<file path="src/rtl/regfile_pkg.sv">
// regfile_pkg
// Shared types and helpers for the multi-port register file.
//   rf_state_e  : clear-sequencer states (RF_CLEAR while zeroing, RF_RUN after)
//   rf_wr_sel_t : result of write-port arbitration (hit flag + winning port)
//   rf_wr_sel() : picks the write port that targets a given address
package regfile_pkg;

  typedef enum logic {
    RF_CLEAR = 1'b0,
    RF_RUN   = 1'b1
  } rf_state_e;

  // Arbitration works on fixed maximum widths so one function serves every
  // parameterisation; callers zero-extend their addresses and enables.
  localparam int RF_MAX_NW = 16;
  localparam int RF_MAX_AW = 16;
  localparam int RF_IDX_W  = $clog2(RF_MAX_NW);

  typedef struct packed {
    logic                hit;
    logic [RF_IDX_W-1:0] idx;
  } rf_wr_sel_t;

  // Scans ports from low to high so the highest-index enabled port that
  // matches the address is the one reported.
  function automatic rf_wr_sel_t rf_wr_sel(
    input logic [RF_MAX_AW-1:0]           addr,
    input logic [RF_MAX_NW-1:0]           wren,
    input logic [RF_MAX_NW*RF_MAX_AW-1:0] waddr
  );
    rf_wr_sel_t sel;
    sel.hit = 1'b0;
    sel.idx = '0;
    for (int j = 0; j < RF_MAX_NW; j++) begin
      if (wren[j] && (waddr[j*RF_MAX_AW +: RF_MAX_AW] == addr)) begin
        sel.hit = 1'b1;
        sel.idx = RF_IDX_W'(j);
      end
    end
    return sel;
  endfunction

endpackage

</file>
<file path="src/rtl/regfile_clr_ctrl.sv">
// regfile_clr_ctrl
// Clear sequencer: after reset, walks every register address once so the
// storage array is zeroed before the datapath may use it.
// Ports:
//   clk      in   clock
//   rst      in   synchronous reset, active-high; restarts the sweep at 0
//   clr_en   out  1 while a register is being cleared this cycle
//   clr_addr out  address being cleared
//   o_busy   out  1 until the sweep has completed
module regfile_clr_ctrl #(
  parameter int NREGS = 32,
  parameter int AW    = $clog2(NREGS)
) (
  input  logic          clk,
  input  logic          rst,
  output logic          clr_en,
  output logic [AW-1:0] clr_addr,
  output logic          o_busy
);
  import regfile_pkg::*;

  rf_state_e     state, state_next;
  logic [AW-1:0] clr_cnt, cnt_next;

  always_ff @(posedge clk) begin
    if (rst) begin
      state   <= RF_CLEAR;
      clr_cnt <= '0;
    end else begin
      state   <= state_next;
      clr_cnt <= cnt_next;
    end
  end

  // The last address is cleared on the same edge that moves to RF_RUN, so
  // the sweep lasts exactly NREGS cycles.
  always_comb begin
    state_next = state;
    cnt_next   = clr_cnt;
    clr_en     = 1'b0;
    case (state)
      RF_CLEAR: begin
        clr_en   = 1'b1;
        cnt_next = clr_cnt + AW'(1);
        if (clr_cnt == AW'(NREGS - 1)) begin
          state_next = RF_RUN;
        end
      end
      RF_RUN: begin
        state_next = RF_RUN;
      end
      default: begin
        state_next = RF_CLEAR;
      end
    endcase
  end

  assign clr_addr = clr_cnt;
  assign o_busy   = (state != RF_RUN);

endmodule

</file>
<file path="src/rtl/regfile_mp.sv">
// regfile_mp
// Parametrised multi-port integer register file with optional write-to-read
// bypass, optional hardwired register 0 and a self-clearing sequencer.
// Ports:
//   i_clk      in   clock
//   i_rst      in   synchronous reset, active-high
//   i_rs_addr  in   NR*AW read addresses, port k at [k*AW +: AW]
//   o_rs_data  out  NR*DW read data, port k at [k*DW +: DW]
//   i_rd_addr  in   NW*AW write addresses, port j at [j*AW +: AW]
//   i_rd_data  in   NW*DW write data, port j at [j*DW +: DW]
//   i_rd_wren  in   NW per-port write enables
//   o_busy     out  1 while the clear sequence runs (writes dropped, reads 0)
module regfile_mp #(
  parameter int DW       = 32,
  parameter int NREGS    = 32,
  parameter int AW       = $clog2(NREGS),
  parameter int NR       = 2,
  parameter int NW       = 1,
  parameter int BYPASS   = 1,
  parameter int ZERO_REG = 1
) (
  input  logic             i_clk,
  input  logic             i_rst,
  input  logic [NR*AW-1:0] i_rs_addr,
  output logic [NR*DW-1:0] o_rs_data,
  input  logic [NW*AW-1:0] i_rd_addr,
  input  logic [NW*DW-1:0] i_rd_data,
  input  logic [NW-1:0]    i_rd_wren,
  output logic             o_busy
);
  import regfile_pkg::*;

  logic [DW-1:0] regs [NREGS];

  logic          clr_en;
  logic [AW-1:0] clr_addr;

  regfile_clr_ctrl #(
    .NREGS(NREGS),
    .AW   (AW)
  ) u_clr_ctrl (
    .clk     (i_clk),
    .rst     (i_rst),
    .clr_en  (clr_en),
    .clr_addr(clr_addr),
    .o_busy  (o_busy)
  );

  // Effective enables already exclude busy cycles and writes to a hardwired
  // x0, so neither storage nor bypass can ever pick up such a write.
  logic [RF_MAX_NW-1:0]           wren_ext;
  logic [RF_MAX_NW*RF_MAX_AW-1:0] waddr_ext;

  always_comb begin
    wren_ext  = '0;
    waddr_ext = '0;
    for (int j = 0; j < NW; j++) begin
      waddr_ext[j*RF_MAX_AW +: RF_MAX_AW] = RF_MAX_AW'(i_rd_addr[j*AW +: AW]);
      wren_ext[j] = i_rd_wren[j] && !o_busy &&
                    !((ZERO_REG != 0) && (i_rd_addr[j*AW +: AW] == '0));
    end
  end

  rf_wr_sel_t reg_sel [NREGS];

  always_comb begin
    for (int r = 0; r < NREGS; r++) begin
      reg_sel[r] = rf_wr_sel(RF_MAX_AW'(r), wren_ext, waddr_ext);
    end
  end

  // Storage has no reset of its own; the clear sweep zeroes it instead.
  always_ff @(posedge i_clk) begin
    if (clr_en) begin
      regs[clr_addr] <= '0;
    end else begin
      for (int r = 0; r < NREGS; r++) begin
        if (reg_sel[r].hit) begin
          regs[r] <= i_rd_data[int'(reg_sel[r].idx)*DW +: DW];
        end
      end
    end
  end

  for (genvar k = 0; k < NR; k++) begin : g_rd
    logic [AW-1:0] ra;
    rf_wr_sel_t    byp;
    logic [DW-1:0] rd_val;

    assign ra  = i_rs_addr[k*AW +: AW];
    assign byp = rf_wr_sel(RF_MAX_AW'(ra), wren_ext, waddr_ext);

    // Priority: busy / hardwired zero, then bypass, then stored value.
    always_comb begin
      rd_val = regs[ra];
      if ((BYPASS != 0) && byp.hit) begin
        rd_val = i_rd_data[int'(byp.idx)*DW +: DW];
      end
      if (o_busy || ((ZERO_REG != 0) && (ra == '0))) begin
        rd_val = '0;
      end
    end

    assign o_rs_data[k*DW +: DW] = rd_val;
  end

endmodule
</file>
<file path="config.mk">
export PLATFORM = sky130hd
export DESIGN_NAME = regfile_mp
export DESIGN_NICKNAME = d
export VERILOG_FILES = /design/src/rtl/regfile_pkg.sv /design/src/rtl/regfile_clr_ctrl.sv /design/src/rtl/regfile_mp.sv
export SDC_FILE = /design/constraint.sdc
export NUM_CORES = 2
export LEC_CHECK = 0
export CAP_MARGIN = 20
export CORE_ASPECT_RATIO = 1.5
export CORE_UTILIZATION = 40
export CTS_BUF_LIST = sky130_fd_sc_hd__clkbuf_4 sky130_fd_sc_hd__clkbuf_8
export DETAILED_ROUTE_END_ITERATION = 10
export SYNTH_ARGS = -nofsm -noshare
export SYNTH_HDL_FRONTEND = slang
export SYNTH_SLANG_ARGS = --single-unit
</file>
<file path="constraint.sdc">
create_clock -name i_clk -period 6.16 [get_ports i_clk]
set_input_delay 1.232 -clock i_clk [delete_from_list [all_inputs] [get_ports i_clk]]
set_output_delay 1.232 -clock i_clk [all_outputs]
set_load 0.1 [all_outputs]
</file>
* Yosys cells after proc, flatten, opt, wreduce, memory -nomap -nowiden
Memories as Yosys holds them, arrays and structs flattened.
Cells that the tools add are included.
** Storage, ports and cells
- Bits in registers :: 6
- RAM bits :: 1024
- Input port bits :: 50
- Output and inout bits :: 65
- Word-level logic and storage cells :: 381
- Memories kept :: 1
** Memory list
- regs :: depth 32, width 32, rd ports 2, clocked after Yosys merged registers in 0, write ports 1, line regfile_mp.sv:33 : logic [DW-1:0] regs [NREGS];
** Cells by class
- Add/subtract/negate cells :: 1
- Eq/ne operators :: 34
- Shift operators :: 34
- Muxes and demuxes :: 233
- Bitwise operators :: 1
- Reductions and logical operators :: 75
** Operators with widths (count)
- $mux 32 :: 36
- $shiftx 32x10->32 :: 34
- $reduce_or 32->1 :: 32
- $mux 5 :: 66
- $mux 1 :: 130
- $eq 5x5->1 const B :: 17
- $eq 5x4->1 const B :: 8
- $logic_and 1x1->1 :: 36
- $eq 5x3->1 const B :: 4
- $logic_not 16->1 :: 1
- $logic_not 5->1 :: 3
- $eq 5x2->1 const B :: 2
- $eq 5x5->1 :: 2
- $add 5x1->5 const B :: 1
- $eq 5x1->1 const B :: 1
- $logic_or 1x1->1 :: 2
- $pmux 1 s2 :: 1
- $logic_not 1->1 :: 1
- $not 1->1 :: 1

* Depth between registers and ports, before layout
- Word-level depth :: 41
- Depth in mapped cells :: 10
- Gate-level depth less buffers :: 5

* Modules after synthesis
A second synthesis with hierarchy kept.
** Unflattened totals
- Cells, all modules :: 3808
- Area, all modules :: 55979.9 µm²
** Modules (own cells, without submodules)
- regfile_mp :: instances 1, cells an instance 3782, area each 55700.9 µm², sequential area each 30749.5 µm²
- regfile_clr_ctrl :: instances 1, cells an instance 26, area each 279.0 µm², sequential area each 120.1 µm²

* Least setup slack after synthesis
Ideal clock, no wire load.
- Path type :: input to output
- Start :: input port i_rd_addr[3]
- End :: output port o_rs_data[18]
- Data arrival time :: 3.447 ns
- Required time :: 4.928 ns
- Path slack :: 1.481 ns
- Stages :: 7
- Cell sequence :: clkbuf_1 -> or2_1 -> o311a_1 -> a21oi_1 -> buf_2 -> buf_2 -> a32o_1
** On the way
- Longest elaborated chain between the ends :: 7
** Ends and longest elaborated chain
- start: declaration :: line regfile_mp.sv:26 : input logic [NW*AW-1:0] i_rd_addr,
- $logic_not 5->1 :: line regfile_mp.sv:60 : !((ZERO_REG != 0) && (i_rd_addr[j*AW +: AW] == '0));
- $logic_not 1->1 :: line regfile_mp.sv:60
- $logic_and 1x1->1 :: line regfile_mp.sv:59 : wren_ext[j] = i_rd_wren[j] && !o_busy &&
- $logic_and 1x1->1 * :: line regfile_pkg.sv:35 : if (wren[j] && (waddr[j*RF_MAX_AW +: RF_MAX_AW] == addr)) begin
- $mux 5 * :: line regfile_pkg.sv:35
- $mux 32 * :: line regfile_mp.sv:96 : if ((BYPASS != 0) && byp.hit) begin
- $mux 32 * :: line regfile_mp.sv:99 : if (o_busy || ((ZERO_REG != 0) && (ra == '0))) begin
- end: declaration :: line regfile_mp.sv:25 : output logic [NR*DW-1:0] o_rs_data,
Every way passes the cells marked *; elsewhere a longest branch is shown, timed or not.

* Worst setup path after layout
- Start :: input port i_rd_addr[1]
- End :: output port o_rs_data[52]
The elaborated chain is that of the path after synthesis.

==> impl_metrics.py <==
metrics = {
    "outcome": {
        "status": "complete, no violations",
    },
    "critical_path": {
        "crit_family": "compound AO/OA/AOI/OAI gates",
        "crit_type": "input pin to output port",
        "path_max_fanout": 26,
        "crit_buf_inv": 3,
        "required_ps": 4930,
        "timing.critical_path.mode_cell": "buf_12",
        "worst-r2r-setup-slack_ps": 2810,
        "slowest_delay_ps": 690,
        "start_kind": "input pin",
        "cp_slowest_cell": "clkdlybuf4s50_1",
        "cp.arrival_ps": 4480,
        "reg2reg_from": "u_clr_ctrl.state$_SDFF_PP0_",
        "cp-end-kind": "output port",
        "cp_cell_sequence": "clkdlybuf4s50_1, or2_1, o31ai_1, o31ai_4, buf_12, a211oi_1, a211o_1, buf_12",
        "rr_worst_depth": 7,
        "r2r_end": "regs[13][11]$_SDFFCE_PN0P_",
    },
    "die": {
        "num_rows": 166,
        "die_height_um": 458,
        "initial_utilization_pct": 40.5,
        "io_pins": 115,
        "die_area_sq_um": 140000,
        "die_x_um": 306,
        "coreArea_sq_um": 137000,
    },
    "global_routing": {
        "grt_pass1_vias": 38800,
        "grt_start_max_net_pins": 83,
        "grt_overflow": 0,
        "grt_first_pass_wirelength_mm": 302,
        "antenna_found_initial": 16,
        "grtUsageTotal_pct": 31.2,
    },
    "synth": {
        "synth_area_per_cell_sq_um": 14.4,
        "yosys.area.top_type_share_pct": 55.5,
        "syn-cell-area_sq_um": 55400,
        "yosys_most_used_dff": "edfxtp_1",
        "synth_area_leader_cell": "edfxtp_1",
        "ys_seq_area_share_pct": 55.8,
        "synthCells": 3853,
        "async_reset_ff_share_pct": 0,
        "ys_seq_elements": 1030,
        "ys_warn_count": 0,
        "synth_edf_count": 1024,
        "synth_area_leaders": "edfxtp_1 (56%), mux4_2 (15%), and2_1 (11%)",
        "synth_cell_type_count": 57,
    },
    "detailed_routing": {
        "via_per_inst": 6.60,
        "drc_errors": 0,
        "drt_iter0_markers": 4898,
        "vias": 38400,
        "dr.pass1.iters": 9,
        "drt_wl_total_mm": 220,
        "ant_nets": 0,
        "avgRoutedWirePerCell_um": 37.8,
    },
    "timing": {
        "holdWs_ps": 583,
        "timing.final.crit_share_pct": 92.8,
        "rsz0062_at_grt": "false",
        "hold_violations": 0,
        "fmax_mhz": 175,
        "relSlewSlack_pct": 20.6,
        "worstMarginPinSlew_ps": 1190,
        "setup_viol": 0,
        "slew_viol_final": 0,
        "setup-tns-final_ps": 0,
        "fin_skew_ps": 34.3,
        "min_period_ps": 5720,
    },
    "place": {
        "dp_hpwl_mm": 129,
        "port_buffers": 114,
        "gp_congestion": 0.889,
        "dp.cells": 5528,
    },
    "final_layout": {
        "drive_gt1_share_pct": 24.3,
        "syn2layout_area_growth_pct": 14.7,
        "final_cell_mix": "edfxtp_1 (1024), and2_1 (994), mux4_2 (378)",
        "nets": 3982,
        "final_common_cell": "edfxtp_1",
        "stdcell_count": 5819,
    },
    "clock_tree": {
        "cts_resized": 0,
        "ctsHtreeMaxLevel": 4,
        "post-cts-setup-buffer-count": 0,
        "numCtsBuffers": 155,
        "root_buffer": "clkbuf_8",
        "ctsHoldBuffers": 0,
        "cts_buffer_depth": 3,
        "cts_tree": "built",
        "clock-sinks": 1030,
        "path_clk_slew_ps": 70,
        "insertion_delay_ps": 890,
    },
    "worst_hold_path": {
        "hp-class": "flip-flop to flip-flop",
        "hold_end": "u_clr_ctrl.clr_addr[1]$_SDFFE_PP0N_",
        "min-delay-start": "u_clr_ctrl.clr_addr[1]$_SDFFE_PP0N_",
        "whs_path_depth": 2,
    },
    "pwr": {
        "powerDensity_nw_per_um2": 229,
        "irDropWorstVdd_uv": 222,
        "p_leak_nw": 23.5,
    },
    "flow_run": {
        "drv_cap": 0,
    },
}
[worst max path at each step]
stage | start | to | slack, ps | cells after the start
after CTS | i_rd_addr[1] | o_rs_data[52] | 530 | 8
after detailed placement | i_rd_addr[1] | o_rs_data[52] | 550 | 8
final | i_rd_addr[1] | o_rs_data[52] | 440 | 8
after floorplan | i_rd_addr[3] | o_rs_data[18] | 1480 | 7
after global placement | i_rd_addr[1] | o_rs_data[59] | 570 | 8
after global routing | i_rd_addr[1] | o_rs_data[46] | 350 | 8
[stage by stage]
stage / power (mW) / util (%) / worst slack (ps) / area (sq um)
6_report: 14.6 / 46.4 / 444 / 63500
4_1_cts: 14.6 / 46.3 / 528 / 63300
3_3_place_gp: 9.00 / 44.1 / 570 / 60300
5_1_grt: 14.9 / 46.4 / 349 / 63500
2_1_floorplan: 8.51 / - / 1480 / 55500
3_5_place_dp: 9.00 / 44.1 / 552 / 60400
[worst reg2reg max path, delay by kind of cell (launching register included)]
family        cells  cell delay [ps]
buf+inv           2              640
flops             1              310
simple gates      5             2260
[logic make-up after synthesis]
kind of cell | Yosys count | synth area share [%]
XOR/XNOR | 13 | 0.206
adder cells (fa/ha/maj) | 5 | 0.113
buffers and inverters | 424 | 3.33
other | 1 | 0.00677
AO/OA/AOI/OAI | 542 | 7.29
AND/OR/NAND/NOR | 1174 | 12.7
multiplexers | 664 | 20.6
flip-flops | 1030 | 55.8
[registers in the layout (all words and copies together) (netlist names)]
name	flops
u_clr_ctrl.clr_addr	5
regs	1024
u_clr_ctrl.state	1
[cell type report]
cell class | count | area (sq um)
Sequential cell | 1030 | 30900
Timing Repair Buffer | 304 | 3880
Multi-Input combinational cell | 2430 | 23500
Clock inverter | 59 | 293
Tap cell | 1764 | 2210
Antenna cell | 6 | 15.0
Inverter | 6 | 23.8
Fill cell | 11700 | 73400
Clock buffer | 220 | 2700
[metal layers]
| metal | track usage (%) | vias to the layer above | wire (um) |
|---|---|---|---|
| li1 | - | 15100 | - |
| met1 | 35.9 | 19600 | 74100 |
| met2 | 51.3 | 2849 | 106000 |
| met3 | 6.72 | 873 | 21500 |
| met4 | 23.2 | 4 | 18700 |
| met5 | 0 | - | 30 |
[power breakdown]
group	total, mW	internal (mW)	leakage (nW)	switching [mW]
logic	1.18	0.400	10.5	0.778
registers	7.71	7.68	11.4	0.0334
clock network	5.66	2.86	1.59	2.80
total	14.6	10.9	23.5	3.62
[synthesized netlist by cell type, types with 32 or more instances]
| cell | instances |
|---|---|
| edfxtp_1 | 1024 |
| and2_1 | 995 |
| mux4_2 | 378 |
| clkbuf_1 | 312 |
| mux2i_1 | 272 |
| a22oi_1 | 116 |
| a221oi_1 | 96 |
| buf_2 | 70 |
| nand2_1 | 62 |
| a211oi_1 | 51 |
| nor2_1 | 51 |
| o22ai_1 | 51 |
| a21oi_1 | 50 |
| o21ai_0 | 41 |
| a211o_1 | 32 |
Note: power is estimated with default switching activity, not from simulation.
